<file path="config.mk">
export PLATFORM = sky130hd
export DESIGN_NAME = flit_packetizer_flat
export DESIGN_NICKNAME = d
export VERILOG_FILES = /design/src/rtl/flit_packetizer_if.sv /design/src/rtl/flit_packetizer.sv /design/src/flat_wrapper.sv
export SDC_FILE = /design/constraint.sdc
export NUM_CORES = 1
export LEC_CHECK = 0
export CORE_UTILIZATION = 33
export DETAILED_ROUTE_END_ITERATION = 8
export GPL_ROUTABILITY_DRIVEN = 0
export PLACE_DENSITY = 0.65
export RECOVER_POWER = 25
export SYNTH_ARGS = -nofsm -noshare
export SYNTH_HDL_FRONTEND = slang
export SYNTH_SLANG_ARGS = --single-unit
</file>
<file path="constraint.sdc">
create_clock -name clk -period 3.8 [get_ports clk]
set_clock_uncertainty 0.2 [all_clocks]
set_input_delay 0.95 -clock clk [delete_from_list [all_inputs] [get_ports clk]]
set_output_delay 0.95 -clock clk [all_outputs]
set_load 0.02 [all_outputs]
</file>
<file path="src/rtl/flit_packetizer_if.sv">
// Link bundle for the flit packetizer: destination and payload handshakes on
// the upstream side, the flit link to the router on the downstream side.
interface flit_packetizer_if #(
    parameter int DATA_WIDTH = 32,
    parameter int TYPE_WIDTH = 2,
    parameter int DEST_WIDTH = 4
);
    localparam int PW = DATA_WIDTH - TYPE_WIDTH;

    logic [DEST_WIDTH-1:0] dest_in;
    logic                  dest_valid;
    logic                  dest_ready;
    logic [PW-1:0]         payload_in;
    logic                  payload_valid;
    logic                  payload_ready;
    logic [DATA_WIDTH-1:0] data_out;
    logic                  valid_out;
    logic                  ready_out;
    logic                  busy;

    // Traffic source / flit sink side
    modport master (
        output dest_in, dest_valid, payload_in, payload_valid, ready_out,
        input  dest_ready, payload_ready, data_out, valid_out, busy
    );

    // Packetizer side
    modport slave (
        input  dest_in, dest_valid, payload_in, payload_valid, ready_out,
        output dest_ready, payload_ready, data_out, valid_out, busy
    );
endinterface

</file>
<file path="src/rtl/flit_packetizer.sv">
// Source-side network interface: wraps a destination plus FlitPerPacket-1
// payload words into a head/body.../tail wormhole packet, one flit per cycle.
module flit_packetizer #(
    parameter int INDEX         = 1,
    parameter int DATA_WIDTH    = 32,
    parameter int TYPE_WIDTH    = 2,
    parameter int DEST_WIDTH    = 4,
    parameter int FlitPerPacket = 6
) (
    input  logic             clk,
    input  logic             rst,
    flit_packetizer_if.slave bus
);
    localparam int CW = $clog2(FlitPerPacket);

    localparam logic [TYPE_WIDTH-1:0] T_HEAD = TYPE_WIDTH'(2'b01);
    localparam logic [TYPE_WIDTH-1:0] T_BODY = TYPE_WIDTH'(2'b10);
    localparam logic [TYPE_WIDTH-1:0] T_TAIL = TYPE_WIDTH'(2'b11);
    localparam logic [DEST_WIDTH-1:0] SRC_ID = DEST_WIDTH'(INDEX);
    // Count value of the last body flit; unused when a packet has no bodies
    localparam logic [CW-1:0] LAST_BODY = CW'((FlitPerPacket >= 3) ? FlitPerPacket - 3 : 0);

    typedef enum logic [1:0] {
        S_IDLE,
        S_BODY,
        S_TAIL
    } state_t;

    state_t                state;
    logic [CW-1:0]         cnt;
    logic [DATA_WIDTH-1:0] data_q;
    logic                  valid_q;
    logic                  busy_q;
    logic                  load_ok;
    logic                  dest_hs;
    logic                  pay_hs;
    logic [DATA_WIDTH-1:0] head_flit;

    // The output register can take a new flit when empty or being drained this cycle
    assign load_ok = !valid_q || bus.ready_out;

    assign bus.dest_ready    = rst && (state == S_IDLE) && load_ok;
    assign bus.payload_ready = rst && (state != S_IDLE) && load_ok;
    assign dest_hs           = bus.dest_valid && bus.dest_ready;
    assign pay_hs            = bus.payload_valid && bus.payload_ready;

    assign bus.data_out  = data_q;
    assign bus.valid_out = valid_q;
    assign bus.busy      = busy_q;

    // Head flit: type, zero padding, source index, destination index
    always_comb begin
        head_flit = '0;
        head_flit[DATA_WIDTH-1 -: TYPE_WIDTH]   = T_HEAD;
        head_flit[2*DEST_WIDTH-1 -: DEST_WIDTH] = SRC_ID;
        head_flit[DEST_WIDTH-1:0]               = bus.dest_in;
    end

    // Packet FSM and output register; reset drops any half-sent packet
    always_ff @(posedge clk or negedge rst) begin
        if (!rst) begin
            state   <= S_IDLE;
            cnt     <= '0;
            data_q  <= '0;
            valid_q <= 1'b0;
            busy_q  <= 1'b0;
        end else begin
            if (dest_hs) begin
                data_q  <= head_flit;
                valid_q <= 1'b1;
                busy_q  <= 1'b1;
                cnt     <= '0;
                state   <= (FlitPerPacket == 2) ? S_TAIL : S_BODY;
            end else if (pay_hs) begin
                valid_q <= 1'b1;
                if (state == S_BODY) begin
                    data_q <= {T_BODY, bus.payload_in};
                    cnt    <= cnt + CW'(1);
                    if (cnt == LAST_BODY) begin
                        state <= S_TAIL;
                    end
                end else begin
                    data_q <= {T_TAIL, bus.payload_in};
                    busy_q <= 1'b0;
                    state  <= S_IDLE;
                end
            end else if (bus.ready_out) begin
                valid_q <= 1'b0;
            end
        end
    end
endmodule
</file>
<file path="src/flat_wrapper.sv">
// flat-port wrapper written by rule: the top's interface ports become plain ports
module flit_packetizer_flat 
#(
    parameter int INDEX         = 1,
    parameter int DATA_WIDTH    = 32,
    parameter int TYPE_WIDTH    = 2,
    parameter int DEST_WIDTH    = 4,
    parameter int FlitPerPacket = 6
)
  (clk, rst, bus_dest_in, bus_dest_valid, bus_payload_in, bus_payload_valid, bus_ready_out, bus_dest_ready, bus_payload_ready, bus_data_out, bus_valid_out, bus_busy);
  flit_packetizer_if #(.DATA_WIDTH(DATA_WIDTH), .TYPE_WIDTH(TYPE_WIDTH), .DEST_WIDTH(DEST_WIDTH)) bus_i ();
  input  logic clk;
  input  logic rst;
  input wire logic [$bits(bus_i.dest_in)-1:0] bus_dest_in;
  input wire logic [$bits(bus_i.dest_valid)-1:0] bus_dest_valid;
  input wire logic [$bits(bus_i.payload_in)-1:0] bus_payload_in;
  input wire logic [$bits(bus_i.payload_valid)-1:0] bus_payload_valid;
  input wire logic [$bits(bus_i.ready_out)-1:0] bus_ready_out;
  output wire logic [$bits(bus_i.dest_ready)-1:0] bus_dest_ready;
  output wire logic [$bits(bus_i.payload_ready)-1:0] bus_payload_ready;
  output wire logic [$bits(bus_i.data_out)-1:0] bus_data_out;
  output wire logic [$bits(bus_i.valid_out)-1:0] bus_valid_out;
  output wire logic [$bits(bus_i.busy)-1:0] bus_busy;
  assign bus_i.dest_in = bus_dest_in;
  assign bus_i.dest_valid = bus_dest_valid;
  assign bus_i.payload_in = bus_payload_in;
  assign bus_i.payload_valid = bus_payload_valid;
  assign bus_i.ready_out = bus_ready_out;
  assign bus_dest_ready = bus_i.dest_ready;
  assign bus_payload_ready = bus_i.payload_ready;
  assign bus_data_out = bus_i.data_out;
  assign bus_valid_out = bus_i.valid_out;
  assign bus_busy = bus_i.busy;
  flit_packetizer #(.INDEX(INDEX), .DATA_WIDTH(DATA_WIDTH), .TYPE_WIDTH(TYPE_WIDTH), .DEST_WIDTH(DEST_WIDTH), .FlitPerPacket(FlitPerPacket)) u_core (.clk(clk), .rst(rst), .bus(bus_i));
endmodule
</file>
Word level (Yosys, flattened, before mapping)

Index checks and enable logic that the tools add are counted.
W data, S select, Z words.

Equal/unequal tests: 4
Add/sub/neg operators: 1
Multiplexer cells: 16
Reduce and logical (&&, ||, !) cells: 16

Operators by type and width:

| kind                  | number |
|---|---|
| $mux W32              | 2 |
| $mux W31              | 1 |
| $mux W3               | 3 |
| $mux W2               | 4 |
| $logic_and A1 B1 Y1   | 6 |
| $mux W1               | 6 |
| $reduce_and A2 Y1     | 3 |
| $reduce_bool A2 Y1    | 3 |
| $add A3 B1 Y3 const B | 1 |
| $eq A3 B2 Y1 const B  | 1 |
| $ne A3 B2 Y1 const B  | 1 |
| $reduce_bool A3 Y1    | 1 |
| $eq A2 B1 Y1 const B  | 1 |
| $logic_not A2 Y1      | 1 |
| $ne A2 B1 Y1 const B  | 1 |
| $logic_not A1 Y1      | 1 |
| $logic_or A1 B1 Y1    | 1 |

Output and inout port bits: 36
Input bits: 39
Flip-flop bits (word level): 39

Longest topological paths before layout

Word-level depth: 6
Gate-level depth with buffers: 6
Depth with buffers taken out: 4

Least setup slack after synthesis

No wires, ideal clock.

Path type: input -> output
Start point: input port bus_ready_out
End point: output port bus_dest_ready
Stages: 3
Path slack: 0.994 ns
Data arrival time: 1.656 ns
Path through: nand2b_2 > nand2_1 > nor3_1

Longest elaborated chain between the ends: 2

RTL lines:

| element             | RTL line              | RTL |
|---|---|---|
| start, declared     | flat_wrapper.sv:18    | `input wire logic [$bits(bus_i.ready_out)-1:0] bus_ready_out;` |
| $logic_or A1 B1 Y1  | flit_packetizer.sv:40 | `assign load_ok = !valid_q \|\| bus.ready_out;` |
| $logic_and A1 B1 Y1 | flit_packetizer.sv:42 | `assign bus.dest_ready = rst && (state == S_IDLE) && load_ok;` |
| end, declared       | flat_wrapper.sv:19    | `output wire logic [$bits(bus_i.dest_ready)-1:0] bus_dest_ready;` |

No other way between the ends.

Worst setup path in the final report

Same ends and word-level chain as after synthesis.

==> impl_metrics.env <==
export IMPL_clk_pin_slew_ps=70
export IMPL_wl_per_cell_um=14.9
export IMPL_tritoncts="built"
export IMPL_die_x_um=70.5
export IMPL_worst_pin_slew_ps=536
export IMPL_final_cell_count_no_fill=250
export IMPL_synth_xor_area_share_pct=0
export IMPL_timing_max_cap_violations=0
export IMPL_layout_setup_ws_ps=252
export IMPL_grt_pass1_wl_mm=6.08
export IMPL_hp_class="flip-flop to flip-flop"
export IMPL_place_hpwl_mm=2.62
export IMPL_synth_warnings=0
export IMPL_finalSetupTns_ps=0
export IMPL_dp_cells=243
export IMPL_syn_nets=163
export IMPL_cts_setup_buffers=0
export IMPL_crit_required_ps=2650
export IMPL_slew_viol_final=0
export IMPL_grt_max_degree=44
export IMPL_drive_above_1_share_pct=8.08
export IMPL_vdd_drop_max_mv=0.321
export IMPL_crit_chain="clkdlybuf4s50_1 > nand2b_2 > nand2_1 > nor3_1 > clkdlybuf4s50_1"
export IMPL_seqPwrFrac_pct=36.8
export IMPL_placementRows=24
export IMPL_synth_cell_types=24
export IMPL_netlist_top_cells_count="dfrtp_1 (39), a22o_1 (25), nand2_1 (16), nor2_1 (5), o21ai_0 (5)"
export IMPL_path_buf_inv=2
export IMPL_p_switching_mw=0.721
export IMPL_synth_compound_area_share_pct=19.1
export IMPL_final_core_util_pct=54.4
export IMPL_internal_power_mw=1.26
export IMPL_antenna_found_initial=0
export IMPL_yosysTopAreaCell="dfrtp_1"
export IMPL_start_util_pct=35.0
export IMPL_placeableCoreArea_um2=4410
export IMPL_synth_seq_cells=39
export IMPL_viasPerCell=4.96
export IMPL_totalPowerFinal_mw=1.98
export IMPL_synth_top_area_share_pct=63.1
export IMPL_dieArea_um2=4960
export IMPL_grt_pass1_vias=1229
export IMPL_synth_top_family_by_area="compound AO/OA/AOI/OAI gates"
export IMPL_hold_buffers=0
export IMPL_crit_family="buffers and inverters"
export IMPL_pin_count=75
export IMPL_placement_cell_area_um2=2310
export IMPL_synth_most_common_cell="dfrtp_1"
export IMPL_synth_area_leaders="dfrtp_1 (63%), a22o_1 (14%), nand2_1 (3.9%)"
export IMPL_pwr_share_clk_pct=14.1
export IMPL_cts_resized_gates=0
export IMPL_io_buffers=74
export IMPL_cts_root_buffer="clkbuf_8"
export IMPL_cts_buffers=5
export IMPL_yosysSeqAreaShare_pct=63.1
export IMPL_critPathKind="input pin to output port"
export IMPL_finalHoldWorstSlack_ps=289
export IMPL_synth_area_um2=1550
export IMPL_vias=1241
export IMPL_rsz0062_at_grt="no"
export IMPL_nets=239
export IMPL_p_leak_nw=1.09
export IMPL_grt_overflow=0
export IMPL_fin_crit_ps=3550
export IMPL_critPathMaxStageDelay_ps=630
export IMPL_synthAdderAreaFrac_pct=1.62
export IMPL_slew_headroom_pct=64.3
export IMPL_clkSinkCount=39
export IMPL_n_antenna_cell=0
export IMPL_start_kind="input pin"
export IMPL_status="finished clean"
export IMPL_cts_htree_levels=2
export IMPL_synth_simple_area_share_pct=12.1
export IMPL_drc=0
export IMPL_syn_area_per_cell_um2=12.7
export IMPL_cp_slowest_cell="clkdlybuf4s50_1"
export IMPL_grt_usage_pct=15.9
export IMPL_antenna_left=0
export IMPL_routed_wl_mm=3.74
export IMPL_synth_edf_count=0
export IMPL_fin_crit_sh_pct=93.4
export IMPL_clk_path_buf_depth=2
export IMPL_dieHeight_um=70.5
export IMPL_finalSetupViolCount=0
export IMPL_dp_slack_ps=221
export IMPL_area_growth_syn_to_layout_pct=55.2
export IMPL_synth_ff_type="dfrtp_1"
export IMPL_crit_fanout=2
export IMPL_clock_latency_ps=290
export IMPL_first_pass_iters=6
export IMPL_async_flop_share_pct=100
export IMPL_fin_area_um2=2400
export IMPL_cpMostUsedCell="clkdlybuf4s50_1"
export IMPL_drtIter0Drc=31
export IMPL_p_per_area_nw_per_um2=824
export IMPL_swShare_pct=36.5
export IMPL_comb_power_share_pct=49.1
export IMPL_syn_inst=122
export IMPL_fmaxAchievable_ghz=0.282
export IMPL_arrival_ps=2400
export IMPL_synthMuxAreaShare_pct=0
export IMPL_cp_end_kind="output port"
export IMPL_hold_viol=0
-- sequential cells by signal (all words and copies together), names as in the netlist --
signal                cells
u_core.state              2
u_core.bus.data_out      32
u_core.bus.busy           1
u_core.cnt                3
u_core.bus.valid_out      1
-- kinds of logic after synthesis --
group	count (synthesis)
compound gates	37
flops	39
buf+inv	10
simple gates	34
fa+ha+maj	2
-- final cells by class --
class	instances	area (um2)
clock inverters	1	5.00
flip-flops and latches	39	976
repair buffers	77	757
fillers	381	2010
well taps	52	65.1
clock buffers	6	82.6
inverters	2	7.51
multi-input cells	73	507
-- worst paths after layout --
check | from | endpoint | slack [ps] | depth (start not counted)
setup reg to reg | u_core.bus.valid_out$_DFFE_PN0P_ | u_core.state[0]$_DFFE_PN0P_ | 1830 | 6
hold reg to reg | u_core.bus.data_out[31]$_DFFE_PN0P_ | u_core.bus.data_out[31]$_DFFE_PN0P_ | 290 | 2
min in group asynchronous | rst | u_core.bus.data_out[22]$_DFFE_PN0P_ | 640 | 2
hold / removal | u_core.bus.data_out[31]$_DFFE_PN0P_ | u_core.bus.data_out[31]$_DFFE_PN0P_ | 290 | 2
setup / recovery | bus_ready_out | bus_dest_ready | 250 | 5
max in group asynchronous | rst | u_core.state[1]$_DFFE_PN0P_ | 2400 | 2
-- tightest hold or removal path, stage by stage, from the launching register on --
cell and delay [ps]:
dfrtp_1 350, nand2_1 50, nand2_1 50
-- cells in the final DEF (no fill, tap or decap) --
cell type	instances
o21ai_0	5
clkdlybuf4s50_1	73
clkbuf_8	6
clkbuf_1	1
nor2b_1	1
nand2b_2	1
buf_4	3
nand4b_4	1
nor2_2	1
nand3_1	4
nand4_1	1
and2_4	1
inv_1	2
and4b_1	1
ha_1	2
nor3_1	1
nand2_1	16
nand4_2	1
a22o_1	25
a21bo_2	1
o21a_1	1
clkinv_2	1
o22a_1	1
nor2_1	5
dfrtp_1	39
a31oi_1	4
-- layer usage --
metal / vias to the layer above / wire length, um / global-route usage, %
met4: 0 / 50 / 5.33
li1: 593 / - / -
met3: 7 / 310 / 6.20
met1: 584 / 1790 / 22.0
met2: 57 / 1590 / 22.6
met5: - / 0 / 0
-- power groups by stage --
stage	logic (mW)	clock network [mW]	registers (mW)
after detailed placement	0.980	0	0.732
after CTS	0.987	0.289	0.728
after global placement	0.964	0	0.726
after global routing	1.04	0.307	0.756
after floorplan	0.285	0	0.947
final	0.971	0.278	0.728
Power figures use the tool's default switching activity.
